### src/rtl/ex_pkg.sv
// ex_pkg: shared widths, aluop codes and multiply/divide FSM states for the execute stage
package ex_pkg;
  localparam int EX_DATA_W = 32;
  localparam int EX_REG_AW = 5;
  localparam logic [2:0] OP_NOP  = 3'd0;
  localparam logic [2:0] OP_ADD  = 3'd1;
  localparam logic [2:0] OP_SUB  = 3'd2;
  localparam logic [2:0] OP_AND  = 3'd3;
  localparam logic [2:0] OP_OR   = 3'd4;
  localparam logic [2:0] OP_SLT  = 3'd5;
  localparam logic [2:0] OP_MULU = 3'd6;
  localparam logic [2:0] OP_DIVU = 3'd7;
  typedef enum logic [1:0] {S_IDLE, S_BUSY, S_DONE} md_state_e;
endpackage

### src/rtl/ex_muldiv.sv
// ex_muldiv: iterative unsigned multiply (shift-add) / divide (restoring), one step per edge
// Ports: start (op requested, sampled in IDLE), op (0 MULU, 1 DIVU), a/b operands,
//   abort (rst or flush, back to IDLE), hold (freeze everything), busy (BUSY state),
//   done (DONE state, lo/hi valid), lo (product low / quotient), hi (product high / remainder).
// MD_ZERO_SKIP_EN: trivial zero-operand cases jump straight from IDLE to DONE.
module ex_muldiv import ex_pkg::*; #(
  parameter int W = EX_DATA_W
) (
  input  logic         clk,
  input  logic         start,
  input  logic         op,
  input  logic [W-1:0] a,
  input  logic [W-1:0] b,
  input  logic         abort,
  input  logic         hold,
  output logic         busy,
  output logic         done,
  output logic [W-1:0] lo,
  output logic [W-1:0] hi
);
  localparam int CW = $clog2(W);
  md_state_e      state_q;
  logic [CW-1:0]  cnt_q;
  logic           op_q;
  logic [W-1:0]   d_q;
  // {hi, lo}: product accumulator for MULU, {remainder, quotient/dividend} for DIVU
  logic [2*W-1:0] w_q, step;
  logic [W:0]     sum, sh;
  logic [W-1:0]   rem;
  logic           geq;
  always_comb begin
    sum  = {1'b0, w_q[2*W-1:W]} + (w_q[0] ? {1'b0, d_q} : '0);
    sh   = w_q[2*W-1:W-1];
    geq  = sh >= {1'b0, d_q};
    // when geq the difference is below the divisor, so the low W bits are exact
    rem  = geq ? sh[W-1:0] - d_q : sh[W-1:0];
    step = op_q ? {rem, w_q[W-2:0], geq} : {sum, w_q[W-1:1]};
  end
  always_ff @(posedge clk) begin
    if (abort) begin
      state_q <= S_IDLE;
      cnt_q   <= '0;
    end else if (!hold) begin
      unique case (state_q)
        S_IDLE: if (start) begin
          op_q    <= op;
          d_q     <= op ? b : a;
          w_q     <= {{W{1'b0}}, op ? a : b};
          cnt_q   <= '0;
          state_q <= S_BUSY;
`ifdef MD_ZERO_SKIP_EN
          if (op ? b == '0 : (a == '0 || b == '0)) begin
            w_q     <= op ? {a, {W{1'b1}}} : '0;
            state_q <= S_DONE;
          end
`endif
        end
        S_BUSY: begin
          w_q   <= step;
          cnt_q <= cnt_q + 1'b1;
          if (cnt_q == CW'(W - 1)) state_q <= S_DONE;
        end
        S_DONE: state_q <= S_IDLE;
        default: state_q <= S_IDLE;
      endcase
    end
  end
  assign busy = state_q == S_BUSY;
  assign done = state_q == S_DONE;
  assign lo   = w_q[W-1:0];
  assign hi   = w_q[2*W-1:W];
endmodule

### src/rtl/ex_stage.sv
// ex_stage: MIPS execute stage - single-cycle ALU, iterative MULU/DIVU, EX/MEM output register
// Ports: clk, rst (sync active-high), flash (flush, clears like rst but keeps hi),
//   stall_in (MEM stall, freezes stage), ex_* (ID/EX operands, aluop, flags, wb info),
//   stall_req (combinational hold request to PC/IF/ID/ID-EX), mem_* (registered EX/MEM outputs),
//   hi (HI register, written only when a multiply/divide completes).
// MD_ZERO_SKIP_EN (in ex_muldiv): zero-operand MULU/DIVU finish after a single stall cycle.
module ex_stage import ex_pkg::*; #(
  parameter int DATA_W = EX_DATA_W,
  parameter int REG_AW = EX_REG_AW
) (
  input  logic              clk,
  input  logic              rst,
  input  logic              flash,
  input  logic              stall_in,
  input  logic [DATA_W-1:0] ex_num1,
  input  logic [DATA_W-1:0] ex_num2,
  input  logic [2:0]        ex_aluop,
  input  logic              ex_load_ea,
  input  logic              ex_save_ea,
  input  logic              ex_wb_ena,
  input  logic [REG_AW-1:0] ex_wb_addr,
  output logic              stall_req,
  output logic [DATA_W-1:0] mem_result,
  output logic [DATA_W-1:0] mem_store_data,
  output logic              mem_load_ea,
  output logic              mem_save_ea,
  output logic              mem_wb_ena,
  output logic [REG_AW-1:0] mem_wb_addr,
  output logic [DATA_W-1:0] hi
);
  logic              is_md, md_busy, md_done;
  logic [DATA_W-1:0] alu, res_d, md_lo, md_hi;
  assign is_md = ex_aluop == OP_MULU || ex_aluop == OP_DIVU;
  ex_muldiv #(.W(DATA_W)) u_md (
    .clk(clk), .start(is_md), .op(ex_aluop[0]), .a(ex_num1), .b(ex_num2),
    .abort(rst | flash), .hold(stall_in), .busy(md_busy), .done(md_done),
    .lo(md_lo), .hi(md_hi)
  );
  always_comb begin
    alu = ex_aluop == OP_ADD ? ex_num1 + ex_num2 :
          ex_aluop == OP_SUB ? ex_num1 - ex_num2 :
          ex_aluop == OP_AND ? ex_num1 & ex_num2 :
          ex_aluop == OP_OR  ? ex_num1 | ex_num2 :
          ex_aluop == OP_SLT ? {{(DATA_W-1){1'b0}}, $signed(ex_num1) < $signed(ex_num2)} : '0;
    res_d = md_done ? md_lo : (ex_load_ea | ex_save_ea) ? ex_num1 + ex_num2 : alu;
    // a MULU/DIVU seen in IDLE stalls in the same cycle; DONE releases the stall
    stall_req = md_busy | (is_md & ~md_done & ~rst & ~flash);
  end
  always_ff @(posedge clk) begin
    if (rst || flash) begin
      mem_result     <= '0;
      mem_store_data <= '0;
      mem_load_ea    <= 1'b0;
      mem_save_ea    <= 1'b0;
      mem_wb_ena     <= 1'b0;
      mem_wb_addr    <= '0;
      if (rst) hi <= '0;
    end else if (!stall_in) begin
      mem_load_ea <= ex_load_ea & ~stall_req;
      mem_save_ea <= ex_save_ea & ~stall_req;
      mem_wb_ena  <= ex_wb_ena & ~stall_req;
      if (!stall_req) begin
        mem_result     <= res_d;
        mem_store_data <= ex_num2;
        mem_wb_addr    <= ex_wb_addr;
        if (md_done) hi <= md_hi;
      end
    end
  end
endmodule
### config.mk
export PLATFORM = sky130hd
export DESIGN_NAME = ex_stage
export DESIGN_NICKNAME = d
export VERILOG_FILES = /design/src/rtl/ex_pkg.sv /design/src/rtl/ex_muldiv.sv /design/src/rtl/ex_stage.sv
export SDC_FILE = /design/constraint.sdc
export NUM_CORES = 1
export LEC_CHECK = 0
export ABC_AREA = 1
export ABC_CLOCK_PERIOD_IN_PS = 4700
export CAP_MARGIN = 0
export CORE_ASPECT_RATIO = 1.25
export CORE_MARGIN = 1
export CORE_UTILIZATION = 52
export DETAILED_ROUTE_END_ITERATION = 8
export GPL_TIMING_DRIVEN = 0
export HOLD_SLACK_MARGIN = 0.12
export PLACE_DENSITY_LB_ADDON = 0.08
export SLEW_MARGIN = 25
export SYNTH_ARGS = -nofsm -noshare
export SYNTH_HDL_FRONTEND = slang
export SYNTH_HIERARCHICAL = 1
export SYNTH_SLANG_ARGS = --single-unit
### constraint.sdc
create_clock -name clk -period 4.7 [get_ports clk]
set_input_delay 0.705 -clock clk [delete_from_list [all_inputs] [get_ports clk]]
set_output_delay 0.705 -clock clk [all_outputs]
set_load 0.01 [all_outputs]
=== Word level (Yosys, flattened, before mapping) ===
Cells that the tools add are included.

* $add $sub $neg: 5
* $lt $le $gt $ge: 2
* Eq/ne operators: 15
* Multiplexer cells: 24
* Bitwise operators: 17
* Reductions and logical operators: 11

{| class="wikitable"
|+ Operator list
! cell !! count
|-
| 32-bit 2-to-1 mux || 15
|-
| 64-bit 2-to-1 mux || 2
|-
| 64-bit one-hot mux with 2 select lines || 1
|-
| 32-bit subtractor || 2
|-
| 32-bit by 33-bit adder with 33-bit output || 1
|-
| 33-bit by 32-bit >= comparator with 1-bit output || 1
|-
| 32-bit adder || 1
|-
| 32-bit AND || 1
|-
| 32-bit less-than comparator || 1
|-
| 32-bit OR || 1
|-
| 3-bit == test (second input constant) || 4
|-
| 4-bit AND reduction || 3
|-
| 5-bit one-hot mux with 2 select lines || 1
|-
| 1-bit AND || 6
|-
| 3-bit by 2-bit == test with 1-bit output (second input constant) || 2
|-
| 2-bit by 1-bit inequality test with 1-bit output (second input constant) || 3
|-
| 1-bit inverter || 6
|-
| 3-bit AND reduction || 2
|-
| 5-bit by 1-bit adder with 5-bit output (second input constant) || 1
|-
| 5-bit == test (second input constant) || 1
|-
| 5-bit 2-to-1 mux || 1
|-
| 2-bit 2-to-1 mux || 2
|-
| 2-bit inequality test (second input constant) || 2
|-
| 2-bit one-hot mux with 2 select lines || 1
|-
| other kinds (9) || 13
|}

* Flip-flop bits (word level): 208
* Word-level logic and storage cells: 86

=== Depth between registers and ports, before layout ===
* Word-level depth: 9
* Depth in mapped cells: 19
* Depth with buffers taken out: 19

=== Hierarchy ===
The synthesis kept the hierarchy.

{| class="wikitable"
|+ By module, submodules not included
! module !! instances !! cells an instance !! area each (µm²) !! sequential area each (µm²)
|-
| ex_muldiv || 1 || 1668 || 10511.3 || 3052.9
|-
| ex_stage || 1 || 1646 || 10201.0 || 2402.3
|}

=== Worst setup path before layout ===
No wires, ideal clock.

* Path type: input to register
* From: input flash
* To: register u_md.w_q[0], enable pin
* Library setup time: 0.486 ns
* Data arrival time: 3.950 ns
* Required time: 4.214 ns
* Path slack: 0.264 ns
* Stages: 4
* Path buffers: 1
* Path through: nor2_1 inv_1 buf_1 nor2_1

* Cells in the longest elaborated chain, start to end: 3

{| class="wikitable"
|+ RTL lines
! item !! line !! text
|-
| from (decl) || ex_stage.sv:13 || <nowiki>input logic flash,</nowiki>
|-
| 1-bit OR || ex_stage.sv:36 || <nowiki>.abort(rst | flash), .hold(stall_in), .busy(md_busy), .done(md_done),</nowiki>
|-
| 1-bit inverter (no source line) || -- ||
|-
| 4-bit AND reduction (no source line) || -- ||
|-
| to (signal assigned) || ex_muldiv.sv:48 || <nowiki>w_q <= {{W{1'b0}}, op ? a : b};</nowiki>
|-
| to (signal assigned) || ex_muldiv.sv:59 || <nowiki>w_q <= step;</nowiki>
|-
| to (decl) || ex_muldiv.sv:27 || <nowiki>logic [2*W-1:0] w_q, step;</nowiki>
|}

Every way passes these cells.
A chain may end at the register's enable or synchronous reset.

=== Worst setup path in the final report ===
* From: register u_md.state_q[1]
* To: register hi[28], enable pin

* Elaborated cells on any way between the ends: 10

{| class="wikitable"
|+ RTL lines
! item !! line !! text
|-
| from (decl) || ex_muldiv.sv:22 || <nowiki>md_state_e state_q;</nowiki>
|-
| from (signal assigned) || ex_muldiv.sv:41 || <nowiki>state_q <= S_IDLE;</nowiki>
|-
| from (signal assigned) || ex_muldiv.sv:50 || <nowiki>state_q <= S_BUSY;</nowiki>
|-
| from (signal assigned) || ex_muldiv.sv:61 || <nowiki>if (cnt_q == CW'(W - 1)) state_q <= S_DONE;</nowiki>
|-
| 2-bit by 1-bit == test with 1-bit output || ex_muldiv.sv:68 || <nowiki>assign busy = state_q == S_BUSY;</nowiki>
|-
| net md_busy || ex_stage.sv:31 || <nowiki>logic is_md, md_busy, md_done;</nowiki>
|-
| 1-bit OR || ex_stage.sv:47 || <nowiki>stall_req = md_busy | (is_md & ~md_done & ~rst & ~flash);</nowiki>
|-
| 2-bit by 1-bit inequality test with 1-bit output (no source line) || -- ||
|-
| 4-bit AND reduction (no source line) || -- ||
|-
| to (signal assigned) || ex_stage.sv:66 || <nowiki>if (md_done) hi <= md_hi;</nowiki>
|-
| to (decl) || ex_stage.sv:29 || <nowiki>output logic [DATA_W-1:0] hi</nowiki>
|}

The timed path passes the listed nets, and every way through them passes these cells.

==> metrics.yaml <==
seq_area_sq_mm: 0.005455
p_leak_nw: 11.84
fin_crit_ps: 4120
syn_to_final_growth_pct: 16.15
n_fill_cell: 3699
setup_viol: 0
async_reset_ff_share_pct: 0
clockBufferDepth: 3
synth_edf_count: 129
dieHeight_um: 225.1
total_power_mw: 5.471
synth_ff_type: "edfxtp_1"
p_int_mw: 3.625
clockPowerShare_pct: 36.5
post_cts_buffers: 0
cts_resized: 0
p_sw_mw: 1.846
fin_ws_ps: 580.0
critical_path_peak_fanout: 32
cts-buffers-inserted: 24
critPathArrivalTime_ps: 4290
max_stage_delay_ps: 730
pwr-share-seq_pct: 37.1
wl_mm: 89.15
muxShareOfSynthArea_pct: 0
vias: 23559
path_common_cell: "inv_1"
grt_pass1_wl_mm: 130.6
multiInputGateArea_sq_mm: 0.01253
viasPerCell: 5.829
clkLatencyLatePin_ps: 550
p_sw_share_pct: 33.74
yosysWarnings: 6
fin_util_pct: 61.34
diodes: 0
syn-num-nets: 3559
critical_path_buf_inv_count: 7
htree_num_levels: 1
rows: 81
ctsHoldBuffers: 0
fin_cells: 4042
comb_power_share_pct: 26.4
synthXorXnorAreaFrac_pct: 0.8457
syn_area_per_cell_sq_um: 6.250
cts_tree: "built"
postSynthCellCount: 3314
hold_viol_final: 0
fin_area_sq_mm: 0.02406
grt_max_degree: 33
yosys_register_bits: 208
yosysSeqAreaShare_pct: 26.34
grt_pass1_vias: 22968
cts_sinks: 208
fin_nets: 3771
peakVddDrop_v: 0.0002698
synth_top_family_by_area: "simple AND/OR/NAND/NOR gates"
place_congestion: 1.053
start_kind: "flip-flop"
drc: 0
drtAntennaViolNets: 0
synth-compound-area-share_pct: 14.99
timing.hold.ws_ps: 475.2
grt_util_all_layers_pct: 43.05
critPathTopFamily: "buffers and inverters"
synthAdderAreaFrac_pct: 10.17
maxCapViolCount: 0
skew_ps: 13.17
drive_above_1_share_pct: 5.615
max_freq_mhz: 242.7
core_sq_mm: 0.03922
grt_antenna_before_repair: 1
cts_root_buf: "clkbuf_16"
drt_iter0_markers: 2671
slew_headroom_pct: 37.16
wl_per_cell_um: 22.06
tns_ps: 0
setup.worst_path.class: "flip-flop to flip-flop"
worstSetupEndpointType: "flip-flop"
die_w_um: 180.5
yosysUniqueCellTypes: 55
first_pass_iters: 7
io_buffers: 183
die_area_sq_mm: 0.04064
slowest_stage: "clkbuf_1"
hpwlAfterDp_mm: 73.45
placed_cell_area_sq_mm: 0.02324
overflow: 0
synth_area_sq_mm: 0.02071
drv_slew: 0
place_ws_ps: 648.7
status: "completed"
path_clk_slew_ps: 60
finalCritPeriodShare_pct: 87.66
required_ps: 4870
worstMarginPinSlew_ps: 942.6
floorplan.initialDensity_pct: 52.81
dp_cells: 3998
p_per_area_mw_per_mm2: 227.4
io_pins: 184
yosys.area_share.simple_pct: 34.41
hold_class: "flip-flop to flip-flop"
grt_setup_unrepaired: "no"
worstPathCellList: "inv_1 -> nand2_1 -> inv_1 -> clkbuf_1 -> buf_2 -> inv_1 -> o31ai_2 -> nor2_2 -> clkbuf_1 -> a21oi_1 -> inv_2"
## flip-flops by register name, summed over array words and instances, names as in the netlist, 2 cells and up
name,cells
hi,32
mem_result,32
mem_store_data,32
mem_wb_addr,5
u_md/cnt_q,5
u_md/d_q,32
u_md/state_q,2
u_md/w_q,64
## worst paths after layout
kind              startpoint              to  slack [ps]  depth (start not counted)
min           mem_result[25]  mem_result[25]         480                          2
min reg2reg   mem_result[25]  mem_result[25]         480                          2
max          u_md/state_q[1]          hi[28]         580                         11
max reg2reg  u_md/state_q[1]          hi[28]         580                         11
## routing by layer
metal  GRT usage [%]  up-vias  wire, um
met2           77.33     1391     43370
met5               0        -        13
met4           40.17        2      9302
met1           43.49    10684     29460
met3           5.446      406      6997
li1                -    11076         -
## logic make-up (layout without fill, tap and decap cells)
family / count (synthesis) / count (layout)
xor gates and xnor gates: 20 / 20
buffers and inverters: 658 / 888
and+or+nand+nor: 1697 / 1697
DFF: 208 / 208
adders and majority gates: 166 / 166
AOI/OAI and AO/OA: 565 / 565
## power groups by stage
stage	combinational, mW	sequential, mW	clock, mW
6_report	1.44	2.03	2.00
4_1_cts	1.40	2.03	2.00
5_1_grt	1.56	2.03	2.04
2_1_floorplan	0.819	2.08	0
3_5_place_dp	1.39	2.07	0
3_3_place_gp	1.36	2.07	0
## synthesized netlist by cell type (all sizes together) (9+ instances only)
library cell | number | area share, %
nand4 | 30 | 0.91
o21a | 10 | 0.36
nor2 | 401 | 7.7
nor3 | 29 | 0.77
o22ai | 45 | 1.4
buf | 50 | 1.7
o21ai | 206 | 5.0
a21oi | 246 | 6.1
a211oi | 9 | 0.33
edfxtp | 129 | 19
xnor2 | 10 | 0.42
xor2 | 10 | 0.42
clkbuf | 64 | 1.6
o21bai | 19 | 0.69
nand3 | 232 | 5.7
inv | 541 | 9.8
nand3b | 27 | 0.98
dfxtp | 79 | 7.6
ha | 162 | 9.8
nand2 | 960 | 18
## worst reg2reg max path: stages, from the launching register on
cell and delay, ps:
dfxtp_1 380, inv_1 70, nand2_1 260, inv_1 140, clkbuf_1 300, buf_2 320, inv_1 110, o31ai_2 80
nor2_2 430, clkbuf_1 740, a21oi_1 240, inv_2 650
## cells in the final DEF, fill, tap and decap left out, types with 7 or more instances in the layout
cell type          n
buf_4              9
nand3_1          229
nand2_2           19
nor3_1            26
nor2_4             9
o21a_1            10
nand4_1           30
a21oi_1          235
o22ai_1           44
xor2_1            10
clkbuf_8           8
xnor2_1           10
nand2_1          939
o21bai_1          19
inv_2             29
o211ai_1           7
buf_6             15
nand3b_1          27
a21oi_2           11
clkdlybuf4s50_1  183
edfxtp_1         129
o21ai_0          200
clkbuf_16         25
or2_2              7
buf_2             22
a211oi_1           9
nor2_2            12
ha_1             162
inv_1            512
clkbuf_1          56
dfxtp_1           79
nor2_1           379
## final cells by class
type,instances,share of cell area (%)
well taps,498,2.590
multi-input cells,2448,52.08
plain buffers,114,2.860
inverters,544,8.545
clock buffers,27,2.632
flip-flops and latches,208,22.68
repair buffers,186,7.864
clock inverters,17,0.7541
Note: power is estimated with default switching activity, not from simulation.
